File: config.mk
export PLATFORM = sky130hd
export DESIGN_NAME = vedic_mult_pipe
export DESIGN_NICKNAME = d
export VERILOG_FILES = /design/src/rtl/vedic_mult_pipe.sv
export SDC_FILE = /design/constraint.sdc
export NUM_CORES = 1
export LEC_CHECK = 0
export BUFFER_PORTS_ARGS = -buffer_cell sky130_fd_sc_hd__buf_2
export CAP_MARGIN = 20
export CORE_MARGIN = 2
export CORE_UTILIZATION = 45
export DETAILED_ROUTE_END_ITERATION = 7
export PLACE_DENSITY_LB_ADDON = 0.12
export SYNTH_ARGS = -nofsm -noshare
export SYNTH_HDL_FRONTEND = slang
export SYNTH_SLANG_ARGS = --single-unit
File: constraint.sdc
create_clock -name clk -period 5.05 [get_ports clk]
set_clock_uncertainty 0.2 [all_clocks]
set_input_delay 1.01 -clock clk [delete_from_list [all_inputs] [get_ports clk]]
set_output_delay 1.01 -clock clk [all_outputs]
set_load 0.01 [all_outputs]
File: src/rtl/vedic_mult_pipe.sv
// Pipelined WIDTH x WIDTH Urdhva-Tiryakbhyam multiplier, valid/ready, signed/unsigned.
// Ports: clk, rst (sync, active-high), in_valid/in_ready/in_a/in_b/in_signed, out_valid/out_ready/out_p.

module vedic_mul #(
  parameter int W = 2
) (
  input  logic [W-1:0]   a,
  input  logic [W-1:0]   b,
  output logic [2*W-1:0] p
);
  if (W == 1) begin : g_bit
    assign p = {1'b0, a[0] & b[0]};
  end else if (W == 2) begin : g_cell
    logic c1;
    assign p[0] = a[0] & b[0];
    assign p[1] = (a[1] & b[0]) ^ (a[0] & b[1]);
    assign c1   = a[1] & b[0] & a[0] & b[1];
    assign p[2] = (a[1] & b[1]) ^ c1;
    assign p[3] = a[1] & b[1] & c1;
  end else begin : g_rec
    localparam int H = W / 2;
    logic [W-1:0] ll, hl, lh, hh;
    logic [W:0]   mid;
    vedic_mul #(.W(H)) u_ll (.a(a[H-1:0]), .b(b[H-1:0]), .p(ll));
    vedic_mul #(.W(H)) u_hl (.a(a[W-1:H]), .b(b[H-1:0]), .p(hl));
    vedic_mul #(.W(H)) u_lh (.a(a[H-1:0]), .b(b[W-1:H]), .p(lh));
    vedic_mul #(.W(H)) u_hh (.a(a[W-1:H]), .b(b[W-1:H]), .p(hh));
    // Cross terms summed one bit wider so the carry survives.
    assign mid = {1'b0, hl} + {1'b0, lh};
    assign p   = {hh, ll} + ((2*W)'(mid) << H);
  end
endmodule

module vedic_mult_pipe #(
  parameter int WIDTH = 8
) (
  input  logic               clk,
  input  logic               rst,
  input  logic               in_valid,
  output logic               in_ready,
  input  logic [WIDTH-1:0]   in_a,
  input  logic [WIDTH-1:0]   in_b,
  input  logic               in_signed,
  output logic               out_valid,
  input  logic               out_ready,
  output logic [2*WIDTH-1:0] out_p
);
  localparam int H  = WIDTH / 2;
  localparam int PW = 2 * WIDTH;

  if ((WIDTH < 2) || ((WIDTH & (WIDTH - 1)) != 0)) begin : g_bad_width
    $error("vedic_mult_pipe: WIDTH must be a power of 2 and >= 2");
  end

  logic             en;
  logic             a_neg, b_neg;
  logic             s1_v_q, s1_v_d, s1_neg_q, s1_neg_d;
  logic [WIDTH-1:0] s1_a_q, s1_a_d, s1_b_q, s1_b_d;
  logic [WIDTH-1:0] ll, hl, lh, hh;
  logic             s2_v_q, s2_v_d, s2_neg_q, s2_neg_d;
  logic [WIDTH-1:0] s2_ll_q, s2_ll_d, s2_hl_q, s2_hl_d;
  logic [WIDTH-1:0] s2_lh_q, s2_lh_d, s2_hh_q, s2_hh_d;
  logic [WIDTH:0]   mid;
  logic [PW-1:0]    prod;
  logic             out_v_q, out_v_d;
  logic [PW-1:0]    out_p_q, out_p_d;

  // Only the output register can stall; the whole pipe moves together.
  assign en        = ~out_v_q | out_ready;
  assign in_ready  = en;
  assign out_valid = out_v_q;
  assign out_p     = out_p_q;

  assign a_neg = in_signed & in_a[WIDTH-1];
  assign b_neg = in_signed & in_b[WIDTH-1];

  vedic_mul #(.W(H)) u_ll (.a(s1_a_q[H-1:0]), .b(s1_b_q[H-1:0]), .p(ll));
  vedic_mul #(.W(H)) u_hl (.a(s1_a_q[WIDTH-1:H]), .b(s1_b_q[H-1:0]), .p(hl));
  vedic_mul #(.W(H)) u_lh (.a(s1_a_q[H-1:0]), .b(s1_b_q[WIDTH-1:H]), .p(lh));
  vedic_mul #(.W(H)) u_hh (.a(s1_a_q[WIDTH-1:H]), .b(s1_b_q[WIDTH-1:H]), .p(hh));

  assign mid  = {1'b0, s2_hl_q} + {1'b0, s2_lh_q};
  assign prod = {s2_hh_q, s2_ll_q} + (PW'(mid) << H);

  always_comb begin
    s1_v_d   = s1_v_q;
    s1_neg_d = s1_neg_q;
    s1_a_d   = s1_a_q;
    s1_b_d   = s1_b_q;
    s2_v_d   = s2_v_q;
    s2_neg_d = s2_neg_q;
    s2_ll_d  = s2_ll_q;
    s2_hl_d  = s2_hl_q;
    s2_lh_d  = s2_lh_q;
    s2_hh_d  = s2_hh_q;
    out_v_d  = out_v_q;
    out_p_d  = out_p_q;
    if (en) begin
      s1_v_d   = in_valid;
      s1_neg_d = a_neg ^ b_neg;
      // -(-2^(W-1)) wraps to 2^(W-1), the correct unsigned magnitude.
      s1_a_d   = a_neg ? -in_a : in_a;
      s1_b_d   = b_neg ? -in_b : in_b;
      s2_v_d   = s1_v_q;
      s2_neg_d = s1_neg_q;
      s2_ll_d  = ll;
      s2_hl_d  = hl;
      s2_lh_d  = lh;
      s2_hh_d  = hh;
      out_v_d  = s2_v_q;
      out_p_d  = s2_neg_q ? -prod : prod;
    end
  end

  always_ff @(posedge clk) begin
    if (rst) begin
      s1_v_q  <= 1'b0;
      s2_v_q  <= 1'b0;
      out_v_q <= 1'b0;
      out_p_q <= '0;
    end else begin
      s1_v_q  <= s1_v_d;
      s2_v_q  <= s2_v_d;
      out_v_q <= out_v_d;
      out_p_q <= out_p_d;
    end
  end

  always_ff @(posedge clk) begin
    s1_neg_q <= s1_neg_d;
    s1_a_q   <= s1_a_d;
    s1_b_q   <= s1_b_d;
    s2_neg_q <= s2_neg_d;
    s2_ll_q  <= s2_ll_d;
    s2_hl_q  <= s2_hl_d;
    s2_lh_q  <= s2_lh_d;
    s2_hh_q  <= s2_hh_d;
  end
endmodule

[Yosys cells after proc, flatten, opt, wreduce, memory -nomap -nowiden]
Index checks and enable logic that the tools add are counted.
Storage, ports and cells
  bits of input ports: 21
  output and inout bits: 18
  word-level logic and storage cells: 177
  bits in registers: 69
Cells by class
  mux-type cells: 3
  bitwise logic cells: 149
  add/sub/neg operators: 13
Operators with widths (count)
  bitwise AND 1 bit: 114
  XOR 1 bit: 33
  adder 8 x 7 -> 8 bit: 4
  adder 4 x 4 -> 5 bit: 4
  adder 16 x 13 -> 16 bit: 1
  two-way mux 16 bit: 1
  two-way mux 8 bit: 2
  negator 16 bit: 1
  negator 8 bit: 2
  adder 8 x 8 -> 9 bit: 1
  NOT 1 bit: 1
  OR 1 bit: 1

[Depth between registers and ports, before layout]
  depth after elaboration: 6
  depth in mapped cells: 18
  gate-level depth less buffers: 18

[Modules after synthesis]
Synthesis repeated with hierarchy kept, for this count alone.
Second synthesis, totals
  cell total of the unflattened synthesis: 583
  area, all modules: 5711.7 um^2
Modules (own cells, without submodules)
  vedic_mult_pipe: sequential area each 1881.8 um^2, times used 1, area each 3664.8 um^2, cells each 335
  vedic_mul at u_hh ...: sequential area each 0.0 um^2, times used 4, area each 311.5 um^2, cells each 34
  vedic_mul at u_hh.g_rec.u_hh ...: sequential area each 0.0 um^2, times used 16, area each 50.0 um^2, cells each 7

[Worst setup path after synthesis]
Ideal clock, no wire load.
  path kind: input-to-output
  start: input port out_ready
  end: output port in_ready
  arrival: 3.075 ns
  data required time: 3.840 ns
  path slack: 0.765 ns
  buffers on the path: 2
  stages: 4
  cells stage by stage: nor2b_1 inv_1 clkbuf_1 clkbuf_1
On the way
  cells in the longest elaborated chain, start to end: 1
RTL lines
  from (decl): line 45  | input logic out_ready,
  OR 1 bit: line 69  | assign en = ~out_v_q | out_ready;
  to (decl): line 40  | output logic in_ready,
No other way between the ends.

[Worst setup path in the final report]
  start: register s2_hl_q[0]
  end: register out_p_q[15], in the netlist out_p[15]
On the way
  cells in the longest elaborated chain, start to end: 4
RTL lines
  from (decl): line 61  | logic [WIDTH-1:0] s2_ll_q, s2_ll_d, s2_hl_q, s2_hl_d;
  from (signal assigned): line 135  | s2_hl_q <= s2_hl_d;
  adder 8 x 8 -> 9 bit (*): line 82  | assign mid = {1'b0, s2_hl_q} + {1'b0, s2_lh_q};
  adder 16 x 13 -> 16 bit (*): line 83  | assign prod = {s2_hh_q, s2_ll_q} + (PW'(mid) << H);
  negator 16 bit: line 111  | out_p_d = s2_neg_q ? -prod : prod;
  two-way mux 16 bit (*): line 111
  to (signal assigned): line 125  | out_p_q <= out_p_d;
  to (decl): line 66  | logic [PW-1:0] out_p_q, out_p_d;
Every way passes the cells marked *; elsewhere a longest branch is shown, timed or not.
A chain may end at the register's enable or synchronous reset.

==> run_results.csv <==
group,metric,value,unit
run_status,outcome,"completed",
global_route,grt_overflow_total,0,
drt,ant_nets,0,
clock_tree,clock_latency,350,ps
power,leakage,3.02,nW
run,drv_cap,0,
synth,syn_avg_cell_area,9.65,um2
drt,first_pass_iters,4,
placed_design,place_area,6020,um2
worst_setup_path,path_cells,"ha_1 > inv_1 > fa_1 > nor2b_1 > o21ai_0 > a21boi_0 > o21a_1 > nor2_1 > xnor2_1 > ha_1 > a21oi_1 > o211ai_1 > nand2_1 > mux2i_1 > a311oi_1 > a311o_1",
worst_setup_path,r2r_end,"out_p[15]$_SDFFE_PP0P_",
drt,first_iter_violations,189,
drt,vias_per_cell,5.22,
floorplanning,coreArea,12500,um2
global_route,grt_pass1_vias,4092,
drt,route.detailed.drc,0,
global_route,antenna_found_initial,0,
clock_tree,cts_resized,0,
clock_tree,post-cts-setup-buffers,0,
synth,synth_cell_types,55,
placed_design,hpwl,9.08,mm
global_route,track_usage,0.187,
sta,fmax,0.246,GHz
floorplanning,initial_utilization,0.457,
synth,ys_top_cells_by_area,"edfxtp_1 26%, ha_1 16%, dfxtp_1 6.7%",
sta,final.setup.tns,0,ps
sta,slew-limit-headroom,0.427,
worst_setup_path,cp.required,5090,ps
synth,syn_area,5690,um2
layout,area_growth,10.7,%
synth,synth_largest_area_cell,"edfxtp_1",
sta,fin_crit_sh,0.804,
synth,ys_warn_count,0,
layout,drive_gt1_frac,0.114,
synth,synthCells,590,
worst_setup_path,worstSetupPathType,"flop to flop",
hold_path,min_to,"s2_neg_q$_DFFE_PP_",
clock_tree,root_buffer,"clkbuf_16",
floorplanning,core.rowCount,41,
synth,syn_nets,695,
clock_tree,cts_buffers,9,
synth,synth-async-reset-ratio,0,
hold_path,hold_class,"flop to flop",
clock_tree,htreeDepth,3,
sta,finalWorstSetupSlack,988,ps
sta,fin_crit,4060,ps
drt,drt-wirelength-per-cell,14.6,um
sta,setup_viol,0,
drt,wirelength,11.6,mm
clock_tree,clkSlewWorstSetupHoldPaths,60,ps
synth,synth_top_area_share,0.264,
clock_tree,cts_tree,"yes",
worst_setup_path,critPathSlowestCell,"mux2i_1",
synth,yosys-top-cells-count,"74 x ha_1, 63 x nand2_1, 56 x nor2_1",
global_route,grt_max_degree,42,
layout,final_nets,721,
global_route,grt_pass1_wl,19.4,mm
worst_setup_path,worstSetupEndpointType,"flop",
worst_setup_path,cp_common_cell,"ha_1",
worst_setup_path,worstPathArrival,4100,ps
sta,hold_viol_final,0,
power,irDropWorstVdd,0.000368,V
worst_setup_path,cp-start-kind,"flop",
floorplanning,die_height,116,um
sta,slew_viol_final,0,
worst_setup_path,ff2ff_setup_slack,990,ps
worst_setup_path,r2r_start,"s2_hl_q[0]$_DFFE_PP_",
layout,n_antenna_cell,0,
layout,fin_util,0.506,
synth,synth_seq_cells,69,
floorplanning,die_w,116,um
layout,design_area,6300,um2
worst_setup_path,path_max_fanout,7,
synth,synth_ff_type,"edfxtp_1",
sta,rsz0062_at_grt,"no",
clock_tree,cts.path.max_buffers,2,
worst_setup_path,reg2regPathDepth,16,
clock_tree,numClockSinks,69,
clock_tree,ctsHoldBuffers,0,
placed_design,gp_congestion,0.831,
synth,yosysMostFrequentCell,"ha_1",
floorplanning,die-area,13600,um2
drt,vias,4142,
floorplanning,ioPinCount,39,
synth,synth_edf_count,50,
worst_setup_path,critPathMaxStageDelay,480,ps
placed_design,numPortBuffers,38,
power,power-per-cell-area,597,nW/um2
synth,ys_seq_area_frac,0.331,
hold_path,hold_path_depth,0,
hold_path,hp-start,"s1_neg_q$_DFFE_PP_",
sta,worst_pin_slew,858,ps
placed_design,pre_cts_slack,976,ps
-- per-stage QoR --
| step | cells | hold slack (ps) | power (mW) |
|---|---|---|---|
| 4_1_cts | 793 | 224 | 3.81 |
| 2_1_floorplan | 590 | 200 | 2.76 |
| 6_report | 793 | 228 | 3.76 |
| 3_3_place_gp | 777 | 204 | 3.14 |
| 3_5_place_dp | 777 | 210 | 3.18 |
| 5_1_grt | 793 | 230 | 4.10 |
-- layout by cell type, fill, tap and decap left out, types with 3 or more instances in the layout --
cell | Yosys | layout
ha_1 | 74 | 74
nand2_1 | 63 | 63
nor2_1 | 56 | 56
edfxtp_1 | 50 | 50
xor2_1 | 43 | 43
buf_2 | 2 | 38
a21oi_1 | 35 | 35
and2_1 | 33 | 33
xnor2_1 | 29 | 29
a21o_1 | 22 | 22
inv_1 | 22 | 21
dfxtp_1 | 19 | 19
o21ai_0 | 12 | 12
nor3_1 | 11 | 11
a211oi_1 | 10 | 10
fa_1 | 10 | 10
clkbuf_16 | 0 | 9
o211ai_1 | 6 | 6
o211a_1 | 4 | 4
o21bai_1 | 4 | 4
nand3b_1 | 3 | 3
nor4_1 | 3 | 3
o31ai_1 | 3 | 3
mux2i_1 | 3 | 3
and3_1 | 3 | 3
nand2b_1 | 3 | 3
nor2b_1 | 3 | 3
a21boi_0 | 3 | 3
o21a_1 | 3 | 3
-- worst max-delay path by stage --
| stage | from | endpoint | slack, ps | depth (start not counted) |
|---|---|---|---|---|
| after detailed placement | s2_hl_q[0]$_DFFE_PP_ | out_p[15]$_SDFFE_PP0P_ | 980 | 16 |
| after floorplan | out_ready | in_ready | 770 | 4 |
| after CTS | s2_hl_q[0]$_DFFE_PP_ | out_p[15]$_SDFFE_PP0P_ | 940 | 16 |
| final | s2_hl_q[0]$_DFFE_PP_ | out_p[15]$_SDFFE_PP0P_ | 990 | 16 |
| after global placement | s2_hl_q[0]$_DFFE_PP_ | out_p[15]$_SDFFE_PP0P_ | 1120 | 16 |
| after global routing | s2_hl_q[0]$_DFFE_PP_ | out_p[15]$_SDFFE_PP0P_ | 540 | 16 |
-- critical path: cells and delay by family (launching register included) --
kind | cells | cell delay [ps]
XOR/XNOR | 1 | 180
multiplexers | 1 | 480
buffers and inverters | 1 | 50
adder cells (fa/ha/maj) | 3 | 860
AO/OA/AOI/OAI | 7 | 1470
flip-flops | 1 | 330
AND/OR/NAND/NOR | 3 | 380
-- sequential cells by signal, summed over array words and instances, names as in the netlist --
name,count
out_p,16
out_valid,1
s1_a_q,8
s1_b_q,8
s1_neg_q,1
s1_v_q,1
s2_hh_q,8
s2_hl_q,8
s2_lh_q,8
s2_ll_q,8
s2_neg_q,1
s2_v_q,1
-- where the power goes --
group	leakage [nW]	switching, mW	internal [mW]
clock	0.135	0.260	0.348
combinational	2.18	1.26	1.00
sequential	0.708	0.105	0.787
-- kinds of logic after synthesis --
logic type | count (synthesis) | share of synthesized area
and+or+nand+nor | 190 | 0.160
AOI/OAI and AO/OA | 120 | 0.149
adders and majority gates | 84 | 0.198
xor gates and xnor gates | 75 | 0.121
DFF | 69 | 0.331
buffers and inverters | 47 | 0.0314
muxes | 5 | 0.00923
-- final cells by class --
class / instances / area, um2
Clock buffer: 10 / 239
Multi-Input combinational cell: 474 / 3630
Clock inverter: 6 / 46.3
Sequential cell: 69 / 1880
Inverter: 22 / 82.6
Timing Repair Buffer: 40 / 205
Fill cell: 1152 / 6160
Tap cell: 172 / 215
-- metal layers --
layer / GRT usage / share of wire / up-vias
met5: 0 / 0 / -
met4: 0.0762 / 0.019 / 0
met3: 0.0420 / 0.035 / 13
met2: 0.323 / 0.51 / 67
met1: 0.226 / 0.44 / 1932
li1: - / - / 2130
Power figures use the tool's default switching activity.
